### config.mk
export PLATFORM = sky130hd
export DESIGN_NAME = rf_debug_access_flat
export DESIGN_NICKNAME = d
export VERILOG_FILES = /design/src/rtl/rf_debug_access_if.sv /design/src/rtl/rf_debug_access.sv /design/src/flat_wrapper.sv
export SDC_FILE = /design/constraint.sdc
export NUM_CORES = 1
export LEC_CHECK = 0
export BUFFER_PORTS_ARGS = -buffer_cell sky130_fd_sc_hd__buf_4
export CAP_MARGIN = 20
export CORE_UTILIZATION = 42
export CTS_CLUSTER_SIZE = 25
export DETAILED_ROUTE_END_ITERATION = 10
export MAX_ROUTING_LAYER = met4
export PLACE_DENSITY = 0.87
export SYNTH_ARGS = -nofsm -noshare
export SYNTH_HDL_FRONTEND = slang
export SYNTH_SLANG_ARGS = --single-unit
export TNS_END_PERCENT = 30
### constraint.sdc
create_clock -name clk_i -period 1.8 [get_ports clk_i]
set_input_delay 0.18 -clock clk_i [delete_from_list [all_inputs] [get_ports clk_i]]
set_output_delay 0.18 -clock clk_i [all_outputs]
set_load 0.02 [all_outputs]
### src/rtl/rf_debug_access_if.sv
// Command, response and register-file pin bundle for the debug register-file initiator.
// The design side uses the slave modport; the debug host / register file side uses master.
interface rf_debug_access_if #(
  parameter int ADDR_W = 5,
  parameter int DATA_W = 32
) ();
  logic              cmd_valid;
  logic              cmd_ready;
  logic [1:0]        cmd_op;
  logic [ADDR_W-1:0] cmd_addr;
  logic [DATA_W-1:0] cmd_wdata;

  logic [ADDR_W-1:0] rf_ad;
  logic [DATA_W-1:0] rf_rd;
  logic              rf_we;
  logic [ADDR_W-1:0] rf_ad3;
  logic [DATA_W-1:0] rf_wd3;

  logic              rsp_valid;
  logic              rsp_ready;
  logic [DATA_W-1:0] rsp_data;
  logic [ADDR_W-1:0] rsp_addr;
  logic              rsp_last;
  logic              rsp_err;

  modport slave (
    input  cmd_valid, cmd_op, cmd_addr, cmd_wdata, rf_rd, rsp_ready,
    output cmd_ready, rf_ad, rf_we, rf_ad3, rf_wd3,
           rsp_valid, rsp_data, rsp_addr, rsp_last, rsp_err
  );

  modport master (
    output cmd_valid, cmd_op, cmd_addr, cmd_wdata, rf_rd, rsp_ready,
    input  cmd_ready, rf_ad, rf_we, rf_ad3, rf_wd3,
           rsp_valid, rsp_data, rsp_addr, rsp_last, rsp_err
  );
endinterface

### src/rtl/rf_debug_access.sv
// Debug-side initiator for the register file: single read, single write (only while the
// core is halted, x0 protected) and full dump, with results on a valid/ready stream.
module rf_debug_access #(
  parameter int NUM_REGS = 32,
  parameter int ADDR_W   = 5,
  parameter int DATA_W   = 32
) (
  input  logic             clk_i,
  input  logic             rst_i,
  input  logic             core_halted_i,
  output logic             busy_o,
  rf_debug_access_if.slave bus
);
  typedef enum logic [2:0] {
    S_IDLE    = 3'd0,
    S_READ    = 3'd1,
    S_WRITE   = 3'd2,
    S_DUMP_RD = 3'd3,
    S_RSP     = 3'd4
  } state_e;

  localparam logic [1:0]      OP_READ  = 2'b00;
  localparam logic [1:0]      OP_WRITE = 2'b01;
  localparam logic [1:0]      OP_DUMP  = 2'b10;
  localparam logic [ADDR_W:0] LAST_IDX = (ADDR_W+1)'(NUM_REGS - 1);
  localparam logic [ADDR_W:0] IDX_ONE  = {{ADDR_W{1'b0}}, 1'b1};

  state_e            state_q, state_d;
  logic [ADDR_W:0]   index_q, index_d;
  logic [ADDR_W-1:0] addr_q, addr_d;
  logic [DATA_W-1:0] wdata_q, wdata_d;
  logic [ADDR_W-1:0] rf_ad_q, rf_ad_d;
  logic [DATA_W-1:0] rsp_data_q, rsp_data_d;
  logic [ADDR_W-1:0] rsp_addr_q, rsp_addr_d;
  logic              rsp_last_q, rsp_last_d;
  logic              rsp_err_q, rsp_err_d;
  logic              rf_we_s;

  // State and datapath registers; reset drops any in-flight command or pending response.
  always_ff @(posedge clk_i) begin
    if (rst_i) begin
      state_q    <= S_IDLE;
      index_q    <= {(ADDR_W+1){1'b0}};
      addr_q     <= {ADDR_W{1'b0}};
      wdata_q    <= {DATA_W{1'b0}};
      rf_ad_q    <= {ADDR_W{1'b0}};
      rsp_data_q <= {DATA_W{1'b0}};
      rsp_addr_q <= {ADDR_W{1'b0}};
      rsp_last_q <= 1'b0;
      rsp_err_q  <= 1'b0;
    end else begin
      state_q    <= state_d;
      index_q    <= index_d;
      addr_q     <= addr_d;
      wdata_q    <= wdata_d;
      rf_ad_q    <= rf_ad_d;
      rsp_data_q <= rsp_data_d;
      rsp_addr_q <= rsp_addr_d;
      rsp_last_q <= rsp_last_d;
      rsp_err_q  <= rsp_err_d;
    end
  end

  // Next-state and register-file strobe decode.
  always_comb begin
    state_d    = state_q;
    index_d    = index_q;
    addr_d     = addr_q;
    wdata_d    = wdata_q;
    rf_ad_d    = rf_ad_q;
    rsp_data_d = rsp_data_q;
    rsp_addr_d = rsp_addr_q;
    rsp_last_d = rsp_last_q;
    rsp_err_d  = rsp_err_q;
    rf_we_s    = 1'b0;
    case (state_q)
      S_IDLE: begin
        if (bus.cmd_valid) begin
          addr_d     = bus.cmd_addr;
          wdata_d    = bus.cmd_wdata;
          rsp_data_d = {DATA_W{1'b0}};
          rsp_addr_d = bus.cmd_addr;
          rsp_last_d = 1'b1;
          rsp_err_d  = 1'b0;
          case (bus.cmd_op)
            OP_READ: begin
              rf_ad_d = bus.cmd_addr;
              state_d = S_READ;
            end
            OP_WRITE: begin
              state_d = S_WRITE;
            end
            OP_DUMP: begin
              // A dump is only allowed to start while the core is halted.
              if (core_halted_i) begin
                index_d = {(ADDR_W+1){1'b0}};
                rf_ad_d = {ADDR_W{1'b0}};
                state_d = S_DUMP_RD;
              end else begin
                rsp_addr_d = {ADDR_W{1'b0}};
                rsp_err_d  = 1'b1;
                state_d    = S_RSP;
              end
            end
            default: begin
              rsp_err_d = 1'b1;
              state_d   = S_RSP;
            end
          endcase
        end else begin
          state_d = S_IDLE;
        end
      end
      S_READ: begin
        rsp_data_d = bus.rf_rd;
        state_d    = S_RSP;
      end
      S_WRITE: begin
        if (core_halted_i && (addr_q != {ADDR_W{1'b0}})) begin
          rf_we_s = 1'b1;
        end else begin
          rf_we_s = 1'b0;
        end
        rsp_err_d = ~core_halted_i;
        state_d   = S_RSP;
      end
      S_DUMP_RD: begin
        rsp_data_d = bus.rf_rd;
        rsp_addr_d = index_q[ADDR_W-1:0];
        rsp_last_d = (index_q == LAST_IDX);
        state_d    = S_RSP;
      end
      S_RSP: begin
        // Only dump words can be non-last, so a non-last handshake always continues the scan.
        if (bus.rsp_ready) begin
          if (!rsp_last_q) begin
            index_d = index_q + IDX_ONE;
            rf_ad_d = index_d[ADDR_W-1:0];
            state_d = S_DUMP_RD;
          end else begin
            state_d = S_IDLE;
          end
        end else begin
          state_d = S_RSP;
        end
      end
      default: begin
        state_d = S_IDLE;
      end
    endcase
  end

  assign bus.cmd_ready = (state_q == S_IDLE);
  assign busy_o        = (state_q != S_IDLE);
  assign bus.rf_ad     = rf_ad_q;
  assign bus.rf_we     = rf_we_s;
  assign bus.rf_ad3    = addr_q;
  assign bus.rf_wd3    = wdata_q;
  assign bus.rsp_valid = (state_q == S_RSP);
  assign bus.rsp_data  = rsp_data_q;
  assign bus.rsp_addr  = rsp_addr_q;
  assign bus.rsp_last  = rsp_last_q;
  assign bus.rsp_err   = rsp_err_q;
endmodule

### src/flat_wrapper.sv
// flat-port wrapper written by rule: the top's interface ports become plain ports
module rf_debug_access_flat 
#(
  parameter int NUM_REGS = 32,
  parameter int ADDR_W   = 5,
  parameter int DATA_W   = 32
)
  (clk_i, rst_i, core_halted_i, busy_o, bus_cmd_valid, bus_cmd_op, bus_cmd_addr, bus_cmd_wdata, bus_rf_rd, bus_rsp_ready, bus_cmd_ready, bus_rf_ad, bus_rf_we, bus_rf_ad3, bus_rf_wd3, bus_rsp_valid, bus_rsp_data, bus_rsp_addr, bus_rsp_last, bus_rsp_err);
  rf_debug_access_if #(.ADDR_W(ADDR_W), .DATA_W(DATA_W)) bus_i ();
  input  logic clk_i;
  input  logic rst_i;
  input  logic core_halted_i;
  output logic busy_o;
  input wire logic [$bits(bus_i.cmd_valid)-1:0] bus_cmd_valid;
  input wire logic [$bits(bus_i.cmd_op)-1:0] bus_cmd_op;
  input wire logic [$bits(bus_i.cmd_addr)-1:0] bus_cmd_addr;
  input wire logic [$bits(bus_i.cmd_wdata)-1:0] bus_cmd_wdata;
  input wire logic [$bits(bus_i.rf_rd)-1:0] bus_rf_rd;
  input wire logic [$bits(bus_i.rsp_ready)-1:0] bus_rsp_ready;
  output wire logic [$bits(bus_i.cmd_ready)-1:0] bus_cmd_ready;
  output wire logic [$bits(bus_i.rf_ad)-1:0] bus_rf_ad;
  output wire logic [$bits(bus_i.rf_we)-1:0] bus_rf_we;
  output wire logic [$bits(bus_i.rf_ad3)-1:0] bus_rf_ad3;
  output wire logic [$bits(bus_i.rf_wd3)-1:0] bus_rf_wd3;
  output wire logic [$bits(bus_i.rsp_valid)-1:0] bus_rsp_valid;
  output wire logic [$bits(bus_i.rsp_data)-1:0] bus_rsp_data;
  output wire logic [$bits(bus_i.rsp_addr)-1:0] bus_rsp_addr;
  output wire logic [$bits(bus_i.rsp_last)-1:0] bus_rsp_last;
  output wire logic [$bits(bus_i.rsp_err)-1:0] bus_rsp_err;
  assign bus_i.cmd_valid = bus_cmd_valid;
  assign bus_i.cmd_op = bus_cmd_op;
  assign bus_i.cmd_addr = bus_cmd_addr;
  assign bus_i.cmd_wdata = bus_cmd_wdata;
  assign bus_i.rf_rd = bus_rf_rd;
  assign bus_i.rsp_ready = bus_rsp_ready;
  assign bus_cmd_ready = bus_i.cmd_ready;
  assign bus_rf_ad = bus_i.rf_ad;
  assign bus_rf_we = bus_i.rf_we;
  assign bus_rf_ad3 = bus_i.rf_ad3;
  assign bus_rf_wd3 = bus_i.rf_wd3;
  assign bus_rsp_valid = bus_i.rsp_valid;
  assign bus_rsp_data = bus_i.rsp_data;
  assign bus_rsp_addr = bus_i.rsp_addr;
  assign bus_rsp_last = bus_i.rsp_last;
  assign bus_rsp_err = bus_i.rsp_err;
  rf_debug_access #(.NUM_REGS(NUM_REGS), .ADDR_W(ADDR_W), .DATA_W(DATA_W)) u_core (.clk_i(clk_i), .rst_i(rst_i), .core_halted_i(core_halted_i), .busy_o(busy_o), .bus(bus_i));
endmodule
==> results.sh <==
export IMPL_status="finished, final reports clean"
export IMPL_critPathSlowestCell="or4_1"
export IMPL_power_leakage_nw=2.202
export IMPL_final_period_utilization_pct=97.48
export IMPL_insertion_delay_ps=340
export IMPL_ios=161
export IMPL_synth_common_cells="nand2_1 (113), dfxtp_1 (90), a21oi_1 (82)"
export IMPL_io_buffers=160
export IMPL_synth_edf_count=0
export IMPL_drt_pass1_iterations=4
export IMPL_routedWlPerCell_um=13.99
export IMPL_p_int_mw=3.551
export IMPL_synthSimpleGateAreaFrac_pct=24.36
export IMPL_required_ps=1620
export IMPL_grt_overflow_total=0
export IMPL_tritoncts="done"
export IMPL_grt_pass1_vias=3311
export IMPL_route_detailed_drc=0
export IMPL_dp_hpwl_um=6912
export IMPL_synthArstFlopShare_pct=0
export IMPL_core_area_um2=8175
export IMPL_synth_fp_nets=512
export IMPL_ant_nets=0
export IMPL_ir_drop_mv=0.4817
export IMPL_hold_class="primary input to flip-flop"
export IMPL_met2_usage_pct=37.81
export IMPL_r2r_slack_ps=70
export IMPL_cts_htree_levels=3
export IMPL_synthMuxAreaShare_pct=0.2845
export IMPL_fp_dieW_um=93.53
export IMPL_clock_sinks=90
export IMPL_crit_type="flip-flop to primary output"
export IMPL_rows=33
export IMPL_synth_top_family_by_area="simple AND/OR/NAND/NOR gates"
export IMPL_period_minus_slack_ps=1755
export IMPL_synth_cell_types=40
export IMPL_rr_worst_depth=5
export IMPL_setup_viol=0
export IMPL_arrival_ps=1570
export IMPL_netlist_top_cells_area="dfxtp_1 (51%), nand2_1 (12%), a21oi_1 (12%), nand3_1 (5.7%), clkbuf_1 (2.3%)"
export IMPL_worstHoldPathCells=3
export IMPL_p_switching_mw=1.417
export IMPL_use_met1_pct=27.41
export IMPL_gp_congestion=0.8735
export IMPL_tightest_slew_ps=508.8
export IMPL_antenna_found_initial=0
export IMPL_synth_seq_cells=90
export IMPL_critPathMaxStageDelay_ps=560
export IMPL_hold_viol_final=0
export IMPL_fin_ws_ps=45.27
export IMPL_cts_made_buffers=9
export IMPL_vias_per_cell=5.192
export IMPL_fin_area_um2=5107
export IMPL_synth_top_area_share_pct=51.21
export IMPL_path_cells="or4_1 -> o21a_1 -> buf_4"
export IMPL_switching_share_pct=28.52
export IMPL_drt_initial_drc_count=167
export IMPL_use_met3_pct=3.821
export IMPL_power_density_nw_per_um2=972.7
export IMPL_synth_compound_gate_area_share_pct=18.14
export IMPL_grt_setup_unrepaired="true"
export IMPL_avgSynthCellArea_um2=8.088
export IMPL_die_h_um=93.53
export IMPL_yosys_warnings=0
export IMPL_max_slew_margin_pct=66.08
export IMPL_synth_area_um2=3518
export IMPL_grt_use_total_pct=22.66
export IMPL_syn_to_final_growth_pct=45.16
export IMPL_grt_pass1_wl_um=15320
export IMPL_wirelength_um=9708
export IMPL_nNetsFinal=662
export IMPL_skew_ps=12.66
export IMPL_cp_start_kind="flip-flop"
export IMPL_synth_adder_area_share_pct=0.3556
export IMPL_end_kind="primary output"
export IMPL_dpl_cell_area_um2=4841
export IMPL_top_usage_layer="met2"
export IMPL_seq_area_frac_synth_pct=51.21
export IMPL_drive_gt1_share_pct=33.79
export IMPL_start_util_pct=43.04
export IMPL_num_vias=3603
export IMPL_yosysTopAreaCell="dfxtp_1"
export IMPL_comb_power_share_pct=23.4
export IMPL_die_area_um2=8747
export IMPL_maxCapViolations=0
export IMPL_clkTransAtPathRegs_ps=90
export IMPL_cts_path_max_buffers=2
export IMPL_path_max_fanout=3
export IMPL_n_antenna_cell=0
export IMPL_fmax_mhz=569.9
export IMPL_grt_max_degree=73
export IMPL_synth_flop_cell="dfxtp_1"
export IMPL_synth_most_common_cell="nand2_1"
export IMPL_seqPwrFrac_pct=44.6
export IMPL_synthCells=435
export IMPL_final_max_slew_viol_count=0
export IMPL_cts_root_buffer="clkbuf_8"
export IMPL_synth_xor_area_share_pct=0.7468
export IMPL_pre_cts_ws_ps=-61.81
export IMPL_clockPowerShare_pct=32.1
-- layout make-up --
type	count	area, um^2
repair buffers	173	1361
multi-input cells	306	1560
well taps	105	131.4
inverters	5	21.27
flip-flops and latches	90	1802
fillers	701	3068
clock buffers	10	127.6
clock inverters	5	103.9
-- cell usage in the layout (no fill, tap or decap), drive strengths merged, types with 2 or more instances in the layout --
master / instances
buf: 173
nand2: 113
dfxtp: 90
a21oi: 82
nand3: 40
nor2: 19
clkbuf: 10
a211oi: 7
nand2b: 5
inv: 5
a22oi: 4
nor3: 3
a222oi: 3
bufinv: 3
nor2b: 3
and3: 2
o21a: 2
xnor2: 2
o21ai: 2
nor4: 2
o32ai: 2
clkinv: 2
-- metrics by stage --
stage / hold WS [ps] / total power, mW / TNS [ps] / cells / util [%]
2_1_floorplan: 316.0 / 2.890 / -19.43 / 435 / -
3_3_place_gp: 426.3 / 3.373 / 0 / 677 / 59.21
3_5_place_dp: 436.5 / 3.400 / -150.1 / 677 / 59.21
4_1_cts: 56.67 / 5.001 / -174.9 / 692 / 62.08
5_1_grt: 53.99 / 5.211 / -8.445 / 694 / 62.47
6_report: 75.49 / 4.968 / 0 / 694 / 62.47
-- power by group through the flow --
stage / Clock, mW / Sequential, mW / Combinational (mW)
3_5_place_dp: 0 / 2.26 / 1.14
4_1_cts: 1.64 / 2.21 / 1.15
6_report: 1.59 / 2.21 / 1.16
3_3_place_gp: 0 / 2.25 / 1.12
2_1_floorplan: 0 / 2.40 / 0.488
5_1_grt: 1.72 / 2.23 / 1.26
-- cell families (layout without fill, tap and decap cells) --
family / Yosys count / in the layout
compound gates: 106 / 106
xor+xnor: 3 / 3
fa+ha+maj: 1 / 1
buf+inv: 39 / 193
flops: 90 / 90
mux: 1 / 1
simple gates: 195 / 195
-- what timing repair did --
item | CTS | global route
pin swaps | 2 | 1
buffers inserted | 0 | 2
gates resized for setup | 1 | 2
endpoints found under the hold margin | 0 | 0
hold buffers | 0 | 0
setup endpoints to repair | 6 | 7
-- flip-flops by register name (all words and copies together), names as in the netlist --
name                 flops
u_core.bus.rf_ad         5
u_core.bus.rf_ad3        5
u_core.bus.rsp_last      1
u_core.bus.rsp_data     32
u_core.index_q           6
u_core.state_q           3
u_core.bus.rsp_err       1
u_core.bus.rsp_addr      5
u_core.bus.rf_wd3       32
-- worst max-delay path, delay by kind of cell (launching register included) --
kind                   cells  cell delay (ps)
AO/OA/AOI/OAI              1              190
buffers and inverters      1              160
AND/OR/NAND/NOR            1              560
flip-flops                 1              330
-- path summary, 6_finish.rpt --
kind / from / to
worst max-delay path: u_core.bus.rf_ad3[0] / bus_rf_we
worst min-delay path: bus_cmd_wdata[18] / u_core.bus.rf_wd3[18]
worst max register to register: u_core.state_q[0] / u_core.bus.rf_ad[3]
worst min register to register: u_core.index_q[5] / u_core.index_q[5]
-- layer usage --
metal,part of all wire (%),vias to the layer above
li1,-,1771
met1,43,1698
met2,50,126
met3,6.1,8
met4,1.0,0
met5,0,-
Note: power is estimated with default switching activity, not from simulation.
